$ cat config.mk
export PLATFORM = sky130hd
export DESIGN_NAME = cobra_stream_core
export DESIGN_NICKNAME = d
export VERILOG_FILES = /design/src/rtl/cobra_stream_core.sv
export SDC_FILE = /design/constraint.sdc
export NUM_CORES = 2
export LEC_CHECK = 0
export CORE_UTILIZATION = 45
export CTS_BUF_LIST = sky130_fd_sc_hd__clkbuf_4 sky130_fd_sc_hd__clkbuf_8
export CTS_CLUSTER_DIAMETER = 80
export CTS_CLUSTER_SIZE = 10
export DETAILED_ROUTE_END_ITERATION = 12
export SLEW_MARGIN = 10
export SYNTH_ARGS = -nofsm -noshare
export SYNTH_HDL_FRONTEND = slang
export SYNTH_SLANG_ARGS = --single-unit
export TNS_END_PERCENT = 100
$ cat constraint.sdc
create_clock -name clk_i -period 14.5 [get_ports clk_i]
set_clock_uncertainty 0.2 [all_clocks]
set_input_delay 4.35 -clock clk_i [delete_from_list [all_inputs] [get_ports clk_i]]
set_output_delay 4.35 -clock clk_i [all_outputs]
set_load 0.05 [all_outputs]
$ cat src/rtl/cobra_stream_core.sv
// cobra_stream_core: single-issue micro-sequencer with an external instruction ROM,
// a valid/ready switch input, a one-deep buffered output channel and a HALT state.
module cobra_stream_core #(
  parameter int XLEN  = 32,
  parameter int NREGS = 32,
  parameter int SW_W  = 16,
  parameter int PC_W  = 10
) (
  input  logic            clk_i,
  input  logic            rst_ni,
  output logic [PC_W-1:0] pc_o,
  input  logic [31:0]     instr_i,
  input  logic [SW_W-1:0] sw_i,
  input  logic            sw_valid_i,
  output logic            sw_ready_o,
  output logic [XLEN-1:0] out_o,
  output logic            out_valid_o,
  input  logic            out_ready_i,
  output logic            halted_o
);

  localparam int RA_W = $clog2(NREGS);
  localparam int SH_W = $clog2(XLEN);

  localparam logic [3:0] OP_LI   = 4'd0;
  localparam logic [3:0] OP_ALU  = 4'd1;
  localparam logic [3:0] OP_IN   = 4'd2;
  localparam logic [3:0] OP_OUT  = 4'd3;
  localparam logic [3:0] OP_BR   = 4'd4;
  localparam logic [3:0] OP_JMP  = 4'd5;
  localparam logic [3:0] OP_HALT = 4'd6;

  typedef enum logic {RUN, HALT} state_t;

  state_t            state_q, state_d;
  logic [PC_W-1:0]   pc_q, pc_d;
  logic [XLEN-1:0]   rf [NREGS];
  logic [XLEN-1:0]   out_data_p1;
  logic              out_vld_p1;

  logic [3:0]        op;
  logic [RA_W-1:0]   wa, ra1, ra2;
  logic [XLEN-1:0]   rd1, rd2;
  logic [XLEN-1:0]   li_val;
  logic [PC_W-1:0]   br_off, jmp_off;
  logic              we, out_load, sw_ready;
  logic [XLEN-1:0]   wdata;

  function automatic logic [XLEN-1:0] alu_f(input logic [3:0] f,
                                            input logic [XLEN-1:0] a,
                                            input logic [XLEN-1:0] b);
    logic signed [XLEN-1:0] sa, sb;
    logic [SH_W-1:0]        sh;
    logic [XLEN-1:0]        r;
    sa = a;
    sb = b;
    sh = b[SH_W-1:0];
    case (f)
      4'd0:    r = a + b;
      4'd1:    r = a - b;
      4'd2:    r = a & b;
      4'd3:    r = a | b;
      4'd4:    r = a ^ b;
      4'd5:    r = a << sh;
      4'd6:    r = a >> sh;
      4'd7:    r = sa >>> sh;
      4'd8:    r = {{(XLEN-1){1'b0}}, sa < sb};
      4'd9:    r = {{(XLEN-1){1'b0}}, a < b};
      4'd10:   r = a * b;
      default: r = '0;
    endcase
    return r;
  endfunction

  function automatic logic br_taken(input logic [2:0] cond,
                                    input logic [XLEN-1:0] a,
                                    input logic [XLEN-1:0] b);
    logic signed [XLEN-1:0] sa, sb;
    sa = a;
    sb = b;
    case (cond)
      3'd0:    return a == b;
      3'd1:    return a != b;
      3'd2:    return sa < sb;
      3'd3:    return sa >= sb;
      3'd4:    return a < b;
      3'd5:    return a >= b;
      default: return 1'b0;
    endcase
  endfunction

  assign op      = instr_i[31:28];
  assign wa      = instr_i[23 +: RA_W];
  assign ra1     = instr_i[18 +: RA_W];
  assign ra2     = instr_i[13 +: RA_W];
  assign rd1     = (ra1 == '0) ? '0 : rf[ra1];
  assign rd2     = (ra2 == '0) ? '0 : rf[ra2];
  assign li_val  = XLEN'($signed(instr_i[22:0]));
  assign br_off  = PC_W'($signed(instr_i[9:0]));
  assign jmp_off = PC_W'($signed(instr_i[22:0]));

  // Execute: every instruction retires in one cycle unless IN or OUT stalls, which just holds the PC.
  always_comb begin
    state_d  = state_q;
    pc_d     = pc_q;
    we       = 1'b0;
    wdata    = '0;
    out_load = 1'b0;
    sw_ready = 1'b0;
    if (state_q == RUN) begin
      case (op)
        OP_LI: begin
          we    = 1'b1;
          wdata = li_val;
          pc_d  = pc_q + PC_W'(1);
        end
        OP_ALU: begin
          we    = 1'b1;
          wdata = alu_f(instr_i[3:0], rd1, rd2);
          pc_d  = pc_q + PC_W'(1);
        end
        OP_IN: begin
          sw_ready = 1'b1;
          if (sw_valid_i) begin
            we    = 1'b1;
            wdata = XLEN'(sw_i);
            pc_d  = pc_q + PC_W'(1);
          end
        end
        OP_OUT: begin
          if (!out_vld_p1 || out_ready_i) begin
            out_load = 1'b1;
            pc_d     = pc_q + PC_W'(1);
          end
        end
        OP_BR:   pc_d = br_taken(instr_i[12:10], rd1, rd2) ? pc_q + br_off : pc_q + PC_W'(1);
        OP_JMP:  pc_d = pc_q + jmp_off;
        OP_HALT: state_d = HALT;
        default: pc_d = pc_q + PC_W'(1);
      endcase
    end
  end

  always_ff @(posedge clk_i or negedge rst_ni) begin
    if (!rst_ni) begin
      state_q <= RUN;
      pc_q    <= '0;
      for (int i = 0; i < NREGS; i++) rf[i] <= '0;
    end else begin
      state_q <= state_d;
      pc_q    <= pc_d;
      if (we && wa != '0) rf[wa] <= wdata;
    end
  end

  // Output stage: one-deep buffer; a simultaneous drain and load keeps valid high.
  always_ff @(posedge clk_i or negedge rst_ni) begin
    if (!rst_ni) begin
      out_data_p1 <= '0;
      out_vld_p1  <= 1'b0;
    end else if (out_load) begin
      out_data_p1 <= rd1;
      out_vld_p1  <= 1'b1;
    end else if (out_vld_p1 && out_ready_i) begin
      out_vld_p1  <= 1'b0;
    end
  end

  assign pc_o        = pc_q;
  assign sw_ready_o  = sw_ready;
  assign out_o       = out_data_p1;
  assign out_valid_o = out_vld_p1;
  assign halted_o    = (state_q == HALT);

endmodule

**After elaboration in Yosys (flattened, before gate mapping)**

Cells that the tools add are included.

- Add/subtract/negate cells: 4
- Multiply operators: 1
- Magnitude comparators: 8
- Equality and inequality tests: 25
- Shift operators: 3
- Muxes and demuxes: 34
- Bitwise operators: 8
- Reductions and logical operators: 14

Operator list:

| operator | number |
|---|---|
| bitwise mux 1024 bit | 1 |
| case mux 32 bit (11 select lines) | 1 |
| binary-select mux 32 bit (select 5 bit) | 2 |
| two-way mux 32 bit | 8 |
| demux 32 bit (select 5 bit) | 1 |
| case mux 32 bit (3 select lines) | 1 |
| >= comparator 32 bit | 2 |
| less-than comparator 32 bit | 2 |
| case mux 10 bit (5 select lines) | 1 |
| adder 32 bit | 1 |
| AND 32 bit | 1 |
| equality test 32 bit | 1 |
| multiplier 32 x 32 -> 32 bit | 1 |
| != test 32 bit | 1 |
| bitwise OR 32 bit | 1 |
| << shifter 32 x 5 -> 32 bit | 1 |
| right shift 32 x 5 -> 32 bit | 1 |
| >>> shifter 32 x 5 -> 32 bit | 1 |
| subtractor 32 bit | 1 |
| XOR 32 bit | 1 |
| two-way mux 10 bit | 3 |
| equality test 4 x 3 -> 1 bit, second input constant | 7 |
| >= comparator 6 bit, second input constant | 3 |
| inverter 5 -> 6 bit | 3 |
| other kinds (25) | 51 |

- Flip-flop bits (word level): 1068
- Input port bits: 52
- Output and inout bits: 45
- Word-level logic and storage cells: 133

**Longest topological paths before layout**

- Depth after elaboration: 11
- Gate-level depth with buffers: 49
- Depth with buffers taken out: 35

**Worst setup path before layout**

Ideal clock, no wire load.

- Path type: input to register
- Start: input instr_i[13]
- End: register rf[542] (netlist name)
- Setup time: 126 ps
- Arrival time: 14361 ps
- Data required time: 14174 ps
- Path slack: -187 ps
- Stages: 42
- Cell sequence: buf_6 > buf_6 > buf_6 > buf_6 > buf_4 > mux4_2 > mux4_2 > nand2_1 > nand2_1 > nand2_1 > clkbuf_1 > buf_6 > clkbuf_1 > clkbuf_1 > nor2_1 > fa_1 > inv_1 > fa_1 > [6 not listed] > inv_1 > fa_1 > fa_1 > ha_1 > a21o_1 > a21o_1 > a21o_1 > a21o_1 > a21o_1 > a21o_1 > a21oi_1 > a31oi_1 > or4_1 > a21oi_1 > nor3_1 > o31ai_2 > buf_4 > o21ai_1

- Longest elaborated chain between the ends: 10
- Elaborated cells on any way between the ends: 19
- Classes of those cells: 2 x add/sub; 1 x mul; 3 x shift; 8 x mux; 4 x bitwise; 1 x reduce/logical

RTL lines:

| what | line | RTL |
|---|---|---|
| from (decl) | 12 | `input logic [31:0] instr_i,` |
| inverter 5 -> 6 bit (not written as such) | 97 | `assign rd2 = (ra2 == '0) ? '0 : rf[ra2];` |
| binary-select mux 32 bit (select 5 bit) | 97 |  |
| two-way mux 32 bit (not written as such) (2 in series) | 97 |  |
| two-way mux 32 bit (*) | 97 |  |
| multiplier 32 x 32 -> 32 bit (tied with other cells) | 69 | `4'd10: r = a * b;` |
| case mux 32 bit (11 select lines) (*) | 58 | `case (f)` |
| case mux 32 bit (3 select lines) (*) | 111 | `case (op)` |
| two-way mux 32 bit (*) | 110 | `if (state_q == RUN) begin` |
| bitwise mux 1024 bit (*) | 152 | `if (we && wa != '0) rf[wa] <= wdata;` |
| to (signal, indexed assignment) | 152 |  |
| to (decl) | 37 | `logic [XLEN-1:0] rf [NREGS];` |

Mark *: on every way between the ends. The rest lies on a longest branch, timed or not. The select of a mux whose other input is x is not followed.
A chain may end at the register's enable or synchronous reset.

**Worst setup path in the final report**

- Start: input instr_i[18]
- End: register rf[220] (netlist name)

- Longest elaborated chain between the ends: 10
- Elaborated cells on any way between the ends: 19
- Classes of those cells: 2 x add/sub; 1 x mul; 3 x shift; 8 x mux; 4 x bitwise; 1 x reduce/logical

RTL lines:

| what | line | RTL |
|---|---|---|
| inverter 5 -> 6 bit (not written as such) | 96 | `assign rd1 = (ra1 == '0) ? '0 : rf[ra1];` |
| binary-select mux 32 bit (select 5 bit) | 96 |  |
| two-way mux 32 bit (not written as such) (2 in series) | 96 |  |
| two-way mux 32 bit (*) | 96 |  |
| via rd1[10] | 43 | `logic [XLEN-1:0] rd1, rd2;` |
| multiplier 32 x 32 -> 32 bit (tied with other cells) | 69 |  |
| case mux 32 bit (11 select lines) (*) | 58 |  |
| case mux 32 bit (3 select lines) (*) | 111 |  |
| two-way mux 32 bit (*) | 110 |  |
| bitwise mux 1024 bit (*) | 152 |  |

Mark *: on every way through the listed nets, which the timed path passes. The rest lies on a longest branch. The select of a mux whose other input is x is not followed.

==> flow_summary.yaml <==
global_routing:
  antenna_found_initial: 13
  overflow: 0
  grt_pass1_wl_mm: 480
  track_usage_pct: 37.1
  grt_pass1_vias: 66300
  grt_max_degree: 175
drt:
  wire_per_inst_um: 32.0
  ant_nets: 0
  drtPass1Iterations: 6
  detail_route.vias_per_cell: 6.36
  wl_mm: 333
  initialDrtViolationCount: 7093
  dr_total_vias: 66200
  remaining_drc_errors: 0
power_and_ir_drop:
  p_clk_share_pct: 30.2
  leakagePower_nw: 39.7
  vdd_drop_max_uv: 71.6
  power.internal_mw: 4.18
  p_sw_mw: 1.93
  power_mw: 6.11
  swShare_pct: 31.6
  pwr_density_cell_nw_per_um2: 68.6
  combPwrFrac_pct: 19.5
  p_seq_share_pct: 50.3
yosys:
  ys_async_sr_fraction_pct: 100
  synth-edff-count: 0
  synth_cell_types: 101
  synthCells: 7868
  ys_seq_elements: 1068
  syn_avg_cell_area_sq_um: 10.2
  syn_nets: 8561
  ys_seq_area_share_pct: 33.3
  synth_ff_type: "dfrtp_1"
  syn_area_sq_um: 80200
  yosysWarnings: 0
timing:
  hold_viol: 0
  worst_pin_slew_ns: 1.21
  setup-violations-final: 0
  final.min_clock_period_ns: 14.09
  max_freq_ghz: 0.0710
  period_share_pct: 97.2
  hold_slack_ns: 0.183
  fin_setup_tns_ns: 0
  maxSlewHeadroom_pct: 19.4
  final-max-slew-violation-count: 0
  rsz0062_at_grt: "no"
worst_setup_path:
  critPathMaxFanout: 35
  timing.critical_path.from_type: "input port"
  cpMostUsedCell: "fa_1"
  critPathArrivalTime_ns: 14.69
  slowest_stage: "fa_1"
  cp.buffers_inverters: 12
  required_ns: 15.10
  cp_top_family: "adder cells"
  endpoint_kind: "register"
  crit_path_max_incr_delay_ns: 0.57
  path_depth: 35
  reg2reg_depth: 33
  path_class: "input port to register"
cells_and_area:
  final_cell_area_sq_um: 89000
  fillers: 16100
  layout_commonest_cell: "nand2_1"
  drive_gt1_share_pct: 21.6
  nets: 8744
  area_growth_pct: 11.0
  most-common-layout-cells: "nand2_1, dfrtp_1, o21ai_0"
die:
  rows: 154
  die_height_um: 424
  initial_utilization_pct: 45.4
  fp.dieArea_sq_um: 180000
  die_w_um: 424
  core-area_sq_um: 177000
  io_pins: 97
clock_tree:
  cts_buffers: 118
  clk_pin_slew_worst_paths_ns: 0.07
  cts_tree: "yes"
  post_cts_buffers: 0
  root_buffer: "clkbuf_8"
  htree_num_levels: 3
  insertion_delay_ns: 0.94
  cts_hold_repair.buffers: 0
  cts_resized: 0
  clkSinkCount: 1068
  cts_buffer_depth: 3
placement:
  place_area_sq_um: 87300
  hpwlAfterDp_mm: 243
  port_buffers: 96
  gp_congestion: 1.06
hold_path:
  holdPathStages: 0
  hold_class: "register to register"
run:
  maxCapViolCount: 0
run_status:
  outcome: "finished, final reports clean"
==> per-stage QoR <==
step                      std cells  worst slack, ns  util, %
final                         10400            0.410     50.4
after floorplan                7868          0.00842        -
after global placement        10300           -0.445     49.4
after global routing          10400            0.216     50.4
after detailed placement      10300           -0.313     49.4
after CTS                     10400            0.620     50.4
==> cell usage after synthesis, drive strengths merged (23+ instances only) <==
library cell,count,share of area (%)
nand2,1164,5.5
dfrtp,1068,33
o21ai,812,5.2
nor2,607,2.8
inv,551,2.6
mux4,516,15
clkbuf,462,2.2
fa,411,10
a21oi,341,2.3
mux2,265,3.7
mux2i,250,3.1
ha,230,3.6
buf,206,1.8
nand3,78,0.49
xnor2,64,0.70
nor3,56,0.35
o22ai,54,0.42
o31ai,54,0.52
a22oi,49,0.49
a21o,42,0.39
a221oi,42,0.46
o211ai,34,0.32
and2,33,0.26
a211oi,32,0.31
a22o,28,0.31
clkinv,27,0.13
nand2b,26,0.20
a31oi,25,0.19
o21a,23,0.22
==> path summary, 6_finish.rpt <==
path	end	slack, ns	start
max	rf[220]	0.41	instr_i[18]
min	rf[1020]	0.18	rf[1020]
max reg2reg	rf[220]	4.20	rf[522]
min reg2reg	rf[1020]	0.18	rf[1020]
max in group asynchronous	pc_o[8]	8.47	rst_ni
min in group asynchronous	rf[164]	3.25	rst_ni
==> final cells by class <==
type | count | area, sq um | area share, %
multi-input cells | 5553 | 48500 | 54.5
well taps | 2340 | 2930 | 3.29
repair buffers | 732 | 6910 | 7.76
clock buffers | 119 | 1630 | 1.83
inverters | 578 | 2180 | 2.45
diodes | 6 | 15.0 | 0.0169
clock inverters | 10 | 115 | 0.129
flip-flops and latches | 1068 | 26700 | 30.0
==> flip-flops by register name, summed over array words and instances, names as in the netlist <==
name,cells
halted_o,1
out_o,32
out_valid_o,1
pc_o,10
rf,1024
==> power by group through the flow <==
stage                     Clock [mW]  Combinational, mW  Sequential (mW)
final                           1.85               1.19             3.07
after global routing            1.98               1.25             3.08
after CTS                       1.88               1.17             3.07
after detailed placement           0               1.17             3.13
after global placement             0               1.16             3.13
after floorplan                    0              0.578             3.18
==> worst reg2reg max path: cells and delay by family (launching register included) <==
family / cells / cell delay [ns]
fa+ha+maj: 10 / 4.13
compound gates: 7 / 2.19
buf+inv: 10 / 1.92
simple gates: 5 / 0.85
mux: 1 / 0.49
flops: 1 / 0.41
==> cell families after synthesis <==
family | Yosys count | synth area share (%)
AOI/OAI and AO/OA | 1711 | 13.0
xor gates and xnor gates | 91 | 1.14
adders and majority gates | 641 | 13.8
buffers and inverters | 1247 | 6.69
DFF | 1068 | 33.3
muxes | 1031 | 21.4
and+or+nand+nor | 2079 | 10.6
==> metal layers <==
metal	vias to the layer above	global-route usage [%]	share of wire, %
li1	27800	-	-
met1	34000	47.4	38
met2	3436	57.8	46
met3	966	7.06	8.5
met4	4	24.2	7.7
met5	-	0	0.010
(Power assumes the default switching activity.)
